### src/rtl/spmv_pkg.sv
// Shared types for the SpMV lane-select path: skid-buffer occupancy states and
// a ceil(log2) helper used for elaboration-time width checks.
package spmv_pkg;

   typedef enum logic [1:0] {
      EMPTY = 2'd0,
      ONE   = 2'd1,
      FULL  = 2'd2
   } skid_state_e;

   function automatic int unsigned spmv_clog2(input int unsigned n);
      int unsigned r;
      int unsigned v;
      r = 0;
      v = 1;
      while (v < n) begin
         v = v << 1;
         r = r + 1;
      end
      return r;
   endfunction

endpackage

### src/rtl/bin_to_onehot_dec.sv
// Combinational binary-to-one-hot decoder; err flags indices with no matching
// output bit (the vector is then all-zero).
module bin_to_onehot_dec
   import spmv_pkg::*;
#(
   parameter int ONEHOT_WIDTH = 50,
   parameter int BIN_WIDTH    = 6
) (
   input  logic [BIN_WIDTH-1:0]    bin,
   output logic [ONEHOT_WIDTH-1:0] onehot,
   output logic                    err
);

   if (BIN_WIDTH < int'(spmv_clog2(ONEHOT_WIDTH))) begin : g_bad_width
      $error("bin_to_onehot_dec: BIN_WIDTH too narrow for ONEHOT_WIDTH");
   end

   for (genvar k = 0; k < ONEHOT_WIDTH; k++) begin : g_bit
      assign onehot[k] = (bin == BIN_WIDTH'(k));
   end

   // No bit matched exactly when the index is out of range.
   assign err = ~|onehot;

endmodule

### src/rtl/bin_to_onehot_stream.sv
// Streaming index-to-one-hot decoder with a 2-entry skid buffer (output
// register + skid register), registered in_ready and a saturating error count.
module bin_to_onehot_stream
   import spmv_pkg::*;
#(
   parameter int ONEHOT_WIDTH = 50,
   parameter int BIN_WIDTH    = 6,
   parameter int CNT_WIDTH    = 16
) (
   input  logic                    clk,
   input  logic                    rst_n,
   input  logic                    in_valid,
   output logic                    in_ready,
   input  logic [BIN_WIDTH-1:0]    in_bin,
   output logic                    out_valid,
   input  logic                    out_ready,
   output logic [ONEHOT_WIDTH-1:0] out_onehot,
   output logic [BIN_WIDTH-1:0]    out_bin,
   output logic                    out_err,
   output logic [CNT_WIDTH-1:0]    err_count,
   input  logic                    clr_err
);

   logic [ONEHOT_WIDTH-1:0] w_onehot;
   logic                    w_err;
   logic                    w_accept;
   logic                    w_pop;
   logic                    w_err_accept;

   skid_state_e             r_state;
   logic                    r_in_ready;
   logic                    r_out_valid;
   logic [ONEHOT_WIDTH-1:0] r_out_onehot;
   logic [BIN_WIDTH-1:0]    r_out_bin;
   logic                    r_out_err;
   logic [ONEHOT_WIDTH-1:0] r_skid_onehot;
   logic [BIN_WIDTH-1:0]    r_skid_bin;
   logic                    r_skid_err;
   logic [CNT_WIDTH-1:0]    r_err_count;

   bin_to_onehot_dec #(
      .ONEHOT_WIDTH (ONEHOT_WIDTH),
      .BIN_WIDTH    (BIN_WIDTH)
   ) u_dec (
      .bin    (in_bin),
      .onehot (w_onehot),
      .err    (w_err)
   );

   assign w_accept     = in_valid & r_in_ready;
   assign w_pop        = r_out_valid & out_ready;
   assign w_err_accept = w_accept & w_err;

   always_ff @(posedge clk or negedge rst_n) begin
      if (!rst_n) begin
         r_state       <= EMPTY;
         r_in_ready    <= 1'b0;
         r_out_valid   <= 1'b0;
         r_out_onehot  <= '0;
         r_out_bin     <= '0;
         r_out_err     <= 1'b0;
         r_skid_onehot <= '0;
         r_skid_bin    <= '0;
         r_skid_err    <= 1'b0;
      end else begin
         case (r_state)
            EMPTY: begin
               // in_ready is 0 only on the first edge after reset release.
               r_in_ready <= 1'b1;
               if (w_accept) begin
                  r_out_onehot <= w_onehot;
                  r_out_bin    <= in_bin;
                  r_out_err    <= w_err;
                  r_out_valid  <= 1'b1;
                  r_state      <= ONE;
               end
            end
            ONE: begin
               if (w_accept && w_pop) begin
                  r_out_onehot <= w_onehot;
                  r_out_bin    <= in_bin;
                  r_out_err    <= w_err;
               end else if (w_accept) begin
                  r_skid_onehot <= w_onehot;
                  r_skid_bin    <= in_bin;
                  r_skid_err    <= w_err;
                  r_in_ready    <= 1'b0;
                  r_state       <= FULL;
               end else if (w_pop) begin
                  r_out_valid <= 1'b0;
                  r_state     <= EMPTY;
               end
            end
            FULL: begin
               if (w_pop) begin
                  r_out_onehot <= r_skid_onehot;
                  r_out_bin    <= r_skid_bin;
                  r_out_err    <= r_skid_err;
                  r_in_ready   <= 1'b1;
                  r_state      <= ONE;
               end
            end
            default: begin
               r_in_ready  <= 1'b0;
               r_out_valid <= 1'b0;
               r_state     <= EMPTY;
            end
         endcase
      end
   end

   always_ff @(posedge clk or negedge rst_n) begin
      if (!rst_n) begin
         r_err_count <= '0;
      end else if (clr_err) begin
         r_err_count <= w_err_accept ? CNT_WIDTH'(1) : '0;
      end else if (w_err_accept && (r_err_count != '1)) begin
         r_err_count <= r_err_count + CNT_WIDTH'(1);
      end
   end

   assign in_ready   = r_in_ready;
   assign out_valid  = r_out_valid;
   assign out_onehot = r_out_onehot;
   assign out_bin    = r_out_bin;
   assign out_err    = r_out_err;
   assign err_count  = r_err_count;

endmodule

### config.mk
export PLATFORM = sky130hd
export DESIGN_NAME = bin_to_onehot_stream
export DESIGN_NICKNAME = d
export VERILOG_FILES = /design/src/rtl/spmv_pkg.sv /design/src/rtl/bin_to_onehot_dec.sv /design/src/rtl/bin_to_onehot_stream.sv
export SDC_FILE = /design/constraint.sdc
export NUM_CORES = 1
export LEC_CHECK = 0
export CORE_MARGIN = 3
export CORE_UTILIZATION = 40
export DETAILED_ROUTE_END_ITERATION = 10
export REMOVE_ABC_BUFFERS = 1
export SKIP_CTS_REPAIR_TIMING = 1
export SLEW_MARGIN = 20
export SYNTH_ARGS = -nofsm -noshare
export SYNTH_HDL_FRONTEND = slang
export SYNTH_SLANG_ARGS = --single-unit
### constraint.sdc
create_clock -name clk -period 1.9 [get_ports clk]
set_clock_uncertainty 0.2 [all_clocks]
set_input_delay 0.475 -clock clk [delete_from_list [all_inputs] [get_ports clk]]
set_output_delay 0.475 -clock clk [all_outputs]
set_load 0.05 [all_outputs]
[Word-level counts from Yosys, hierarchy flattened]
Cells that the tools add are included.
Storage, ports and cells
  register bits after elaboration: 134
  word-level logic and storage cells: 119
  input port bits: 11
  output and inout port bits: 75
Cells by class
  muxes and demuxes: 30
  reductions and logical operators: 13
  bitwise logic cells: 5
  eq/ne operators: 60
  $add $sub $neg: 1
Operators with widths (number)
  two-way mux 50 bit: 3
  one-hot mux 50 bit (3 select lines): 1
  == test 6 bit (second input constant): 18
  == test 6 x 5 -> 1 bit (second input constant): 16
  OR reduction 50 bit: 1
  == test 6 x 4 -> 1 bit (second input constant): 8
  two-way mux 16 bit: 2
  == test 6 x 3 -> 1 bit (second input constant): 4
  two-way mux 6 bit: 3
  one-hot mux 6 bit (3 select lines): 1
  adder 16 x 1 -> 16 bit (second input constant): 1
  inequality test 16 bit (second input constant): 1
  inequality test 2 bit (second input constant): 7
  == test 6 x 2 -> 1 bit (second input constant): 2
  two-way mux 1 bit: 11
  two-way mux 2 bit: 5
  one-hot mux 1 bit (3 select lines): 3
  AND reduction 4 bit: 2
  == test 6 x 1 -> 1 bit (second input constant): 1
  zero test 6 bit: 1
  one-hot mux 2 bit (3 select lines): 1
  AND reduction 3 bit: 2
  AND reduction 5 bit: 1
  AND 1 bit: 3
  9 further kinds: 11

[Logic depth before layout (Yosys ltp)]
  depth in word-level cells: 7
  gate-level depth with buffers: 8
  depth with buffers taken out: 6

[By module]
A second synthesis with hierarchy kept.
Unflattened totals
  cells, all modules: 635
  area total of the unflattened synthesis: 6188.4 µm²
By module, submodules not included
  bin_to_onehot_stream: area an instance 5776.8 µm², cells each 558, seq. area each 3353.2 µm², times used 1
  bin_to_onehot_dec: area an instance 411.6 µm², cells each 77, seq. area each 0.0 µm², times used 1

[Least setup slack after synthesis]
OpenSTA, ideal clock, no wires.
  path type: register to register
  start: reg r_err_count[0], in the netlist err_count[0]
  end: reg r_err_count[1], in the netlist err_count[1]
  period minus slack after synthesis: 2.503 ns
  data arrival time: 2.171 ns
  buffers on the path: 2
  path slack: -0.603 ns
  stages on the path, launching flop included: 9
  required time: 1.568 ns
  setup time: 0.132 ns
  path through: dfrtp_1 ha_1 nand3_1 or2_1 buf_2 o31ai_1 buf_2 mux2i_1 nor2_1
On the way
  longest elaborated chain between the ends: 3
  elaborated cells on any way between the ends: 6
  classes of those cells: add/sub: 1; eq/ne: 1; mux: 2; reduce/logical: 2
Ends and longest elaborated chain
  start, declared: line bin_to_onehot_stream.sv:39  | logic [CNT_WIDTH-1:0] r_err_count;
  start signal, assigned: line bin_to_onehot_stream.sv:116  | r_err_count <= w_err_accept ? CNT_WIDTH'(1) : '0;
  start signal, assigned: line bin_to_onehot_stream.sv:118  | r_err_count <= r_err_count + CNT_WIDTH'(1);
  adder 16 x 1 -> 16 bit / inequality test 16 bit (equally long branches): line bin_to_onehot_stream.sv:118, bin_to_onehot_stream.sv:117
  two-way mux 16 bit / logical AND 1 bit (equally long branches): line bin_to_onehot_stream.sv:117  | end else if (w_err_accept && (r_err_count != '1)) begin
  two-way mux 16 bit / nonzero test 2 bit (equally long branches)
Parallel ways exist; a longest one is shown, timed or not. The select of a mux whose other input is x is not followed.
A chain may end at the register's enable or synchronous reset.

[Final worst setup path]
  start: reg r_err_count[1], in the netlist err_count[1]
  end: reg r_err_count[10], in the netlist err_count[10]
Same word-level chain as after synthesis.

==> impl_metrics.xml <==
<?xml version="1.0" encoding="UTF-8"?>
<metrics>
  <group name="outcome">
    <metric name="status" unit="">complete, but fails checks</metric>
    <metric name="failing_checks" unit="">negative setup slack</metric>
  </group>
  <group name="logic_synthesis">
    <metric name="postSynth.topFlopCell" unit="">dfrtp_1</metric>
    <metric name="synth.cell_area" unit="um2">6040</metric>
    <metric name="synth_area_leader" unit="">dfrtp_1</metric>
    <metric name="number_of_storage_elements_in_the_synthesis_netlist" unit="">134</metric>
    <metric name="synth.top_cells.by_area" unit="">dfrtp_1, a21oi_1, o31ai_1, nor2_1, nand2_1</metric>
    <metric name="synth.distinct_cells" unit="">41</metric>
    <metric name="synth.most_common_cell" unit="">dfrtp_1</metric>
    <metric name="synth_async_sr_flop_share" unit="">1.00</metric>
    <metric name="yosysSeqAreaShare" unit="">0.555</metric>
    <metric name="ys_top_cells_by_count" unit="">dfrtp_1, a21oi_1, nor2_1, nand2_1</metric>
    <metric name="post-synth-top-area-fraction" unit="">0.555</metric>
    <metric name="synth_area_per_cell" unit="um2">9.27</metric>
    <metric name="netlist_instances" unit="">652</metric>
    <metric name="warnings_synthesis" unit="">0</metric>
    <metric name="synth-edff-count" unit="">0</metric>
  </group>
  <group name="final_layout">
    <metric name="layout.filler_cells" unit="">1096</metric>
    <metric name="areaGrowthSynthToFinish" unit="%">62.7</metric>
    <metric name="insertedDiodeCount" unit="">0</metric>
    <metric name="drive_above_1_share" unit="">0.345</metric>
    <metric name="final_cells" unit="">1013</metric>
    <metric name="finalCoreUtilization" unit="">0.671</metric>
    <metric name="final_net_count" unit="">829</metric>
    <metric name="postLayoutCellArea" unit="um2">9830</metric>
  </group>
  <group name="placed_design">
    <metric name="buffer_ports.inserted" unit="">85</metric>
    <metric name="hpwl" unit="um">10900</metric>
    <metric name="place.gp.congestion" unit="">0.806</metric>
    <metric name="cell_area_after_placement" unit="um2">8510</metric>
    <metric name="dp_slack" unit="ps">-792</metric>
    <metric name="place.detailed.instances" unit="">956</metric>
  </group>
  <group name="floorplan">
    <metric name="floorplan.initialDensity" unit="">0.413</metric>
    <metric name="coreArea" unit="um2">14600</metric>
    <metric name="dieArea" unit="um2">16600</metric>
    <metric name="die_y" unit="um">129</metric>
    <metric name="floorplan.rows" unit="">44</metric>
    <metric name="number_of_top_level_design_ports" unit="">86</metric>
    <metric name="die_width" unit="um">129</metric>
  </group>
  <group name="sta">
    <metric name="timing.final.ws_setup" unit="ps">-152</metric>
    <metric name="holdWs" unit="ps">272</metric>
    <metric name="timing.final.hold_violations" unit="">0</metric>
    <metric name="max_freq" unit="MHz">487</metric>
    <metric name="period_share" unit="">1.08</metric>
    <metric name="slew_headroom" unit="">0.751</metric>
    <metric name="grt_setup_unrepaired" unit="">true</metric>
    <metric name="drv_slew" unit="">0</metric>
    <metric name="tightestPinTransition" unit="ps">374</metric>
    <metric name="layout_min_cycle_time" unit="ps">2050</metric>
    <metric name="setup_tns" unit="ps">-624</metric>
    <metric name="setup_viol" unit="">9</metric>
  </group>
  <group name="drt">
    <metric name="vias" unit="">5683</metric>
    <metric name="length_of_the_first_detailed_routing_pass_in_iterations" unit="">5</metric>
    <metric name="drc" unit="">0</metric>
    <metric name="drt_iter0_markers" unit="">414</metric>
    <metric name="drt-total-wl" unit="um">18400</metric>
    <metric name="via_per_inst" unit="">5.61</metric>
    <metric name="routedWlPerCell" unit="um">18.2</metric>
    <metric name="route.antenna.remaining_nets" unit="">0</metric>
  </group>
  <group name="global_routing">
    <metric name="grt_start_max_net_pins" unit="">64</metric>
    <metric name="via_count_of_the_first_global_routing_pass" unit="">5270</metric>
    <metric name="globalRouteTotalUtil" unit="">0.200</metric>
    <metric name="grt_antenna_before_repair" unit="">0</metric>
    <metric name="remaining_global_route_overflow" unit="">0</metric>
    <metric name="grt_first_pass_wirelength" unit="um">26400</metric>
  </group>
  <group name="clock_tree">
    <metric name="clock_tree.buffer_depth" unit="">2</metric>
    <metric name="root_buffer" unit="">clkbuf_16</metric>
    <metric name="worst_setup_hold_path_clk_slew" unit="ps">60</metric>
    <metric name="ctsHtreeMaxLevel" unit="">4</metric>
    <metric name="tritoncts.num_buffers" unit="">17</metric>
    <metric name="numClockSinks" unit="">134</metric>
    <metric name="tritoncts" unit="">yes</metric>
    <metric name="clkLatencyLatePin" unit="ps">420</metric>
  </group>
  <group name="power">
    <metric name="peakVddDrop" unit="uV">1210</metric>
    <metric name="leakage" unit="nW">4.20</metric>
    <metric name="pwr_density_cell" unit="nW/um2">1720</metric>
    <metric name="report.power.total" unit="mW">16.9</metric>
  </group>
  <group name="worst_setup_path">
    <metric name="crit_arrival" unit="ps">2200</metric>
    <metric name="crit_path_end_kind" unit="">flip-flop</metric>
    <metric name="reg2reg_setup_slack" unit="ps">-150</metric>
    <metric name="crit_path_max_fanout" unit="">6</metric>
    <metric name="timing.critical_path.from_type" unit="">flip-flop</metric>
    <metric name="worst_r2r_endpoint" unit="">err_count[10]</metric>
    <metric name="timing.critical_path.required" unit="ps">2050</metric>
    <metric name="path_type_of_the_worst_setup_path" unit="">flip-flop to flip-flop</metric>
    <metric name="timing.reg2reg.worst_path_depth" unit="">6</metric>
    <metric name="regToRegStartpoint" unit="">err_count[1]</metric>
  </group>
  <group name="flow_run">
    <metric name="maxCapViolations" unit="">0</metric>
  </group>
  <group name="hold_path">
    <metric name="hold_class" unit="">primary input to asynchronous set/reset pin</metric>
  </group>
</metrics>
## cell families (layout without fill, tap and decap cells)
group,Yosys count,after routing,synth area share
compound gates,189,190,0.184
xor+xnor,7,7,0.0101
fa+ha+maj,1,1,0.00207
buf+inv,56,232,0.0373
flops,134,134,0.555
mux,13,13,0.0228
simple gates,252,252,0.188
## cells in the final DEF, fill, tap and decap left out, types with 3 or more instances in the layout
cell type / Yosys / final
nor3_1: 47 / 45
dlymetal6s2s_1: 0 / 7
clkbuf_8: 0 / 3
nand2_1: 74 / 69
clkbuf_16: 0 / 24
nand4_1: 10 / 10
nor2_2: 0 / 17
nor2b_2: 0 / 3
buf_4: 2 / 74
nor2_1: 79 / 62
a211oi_2: 0 / 3
o31ai_4: 0 / 4
xnor2_1: 5 / 5
buf_6: 0 / 20
a21oi_2: 0 / 5
o21ai_1: 4 / 3
or4_4: 1 / 3
o31ai_1: 47 / 41
dfrtp_1: 134 / 134
nand2_2: 0 / 5
a21oi_1: 118 / 112
clkinv_2: 0 / 5
or3_1: 4 / 4
mux2i_1: 7 / 7
o21ai_0: 9 / 9
bufinv_16: 0 / 5
o31ai_2: 0 / 3
buf_12: 0 / 89
nor2b_1: 7 / 3
nand3_1: 14 / 11
mux2_2: 6 / 4
## state kept, by name, indices dropped and copies added, names as in the netlist
| name | flops |
|---|---|
| out_onehot | 50 |
| r_skid_onehot | 50 |
| err_count | 16 |
| out_bin | 6 |
| r_skid_bin | 6 |
| r_state | 2 |
| in_ready | 1 |
| out_err | 1 |
| out_valid | 1 |
| r_skid_err | 1 |
## how the worst max path moves through the flow
stage,to,depth (start not counted),startpoint,slack (ps)
floorplan,out_bin[0],4,in_ready,-3430
global placement,err_count[13],7,in_bin[2],-730
detailed placement,err_count[11],7,in_bin[2],-790
CTS,err_count[1],7,err_count[0],-680
global route,err_count[10],6,err_count[0],-200
finish,err_count[10],6,err_count[1],-150
## report_power, final
part           internal [mW]  leakage (nW)  switching, mW
clock                   2.41         0.322           1.20
combinational           4.07          2.14           4.61
sequential              3.71          1.73          0.887
total                   10.2          4.20           6.69
## routing by layer
layer / share of wire / track usage / wire (um)
met1: 0.44 / 0.268 / 8180
met2: 0.48 / 0.319 / 8930
met3: 0.053 / 0.0436 / 975
met4: 0.018 / 0.0760 / 335
met5: 0 / 0 / 0
## worst max-delay path: stages, from the launching register on
cell	delay, ps
dfrtp_1	360
ha_2	200
nand3_2	110
or2_4	290
buf_4	160
or4_4	520
a21oi_2	140
## final cells by class
type	instances	area, um2	area share
repair buffers	200	2860	0.290
clock inverters	10	175	0.0178
clock buffers	21	470	0.0479
inverters	1	3.75	0.000382
well taps	184	230	0.0234
multi-input cells	463	2740	0.279
flip-flops and latches	134	3350	0.341
Note: power is estimated with default switching activity, not from simulation.
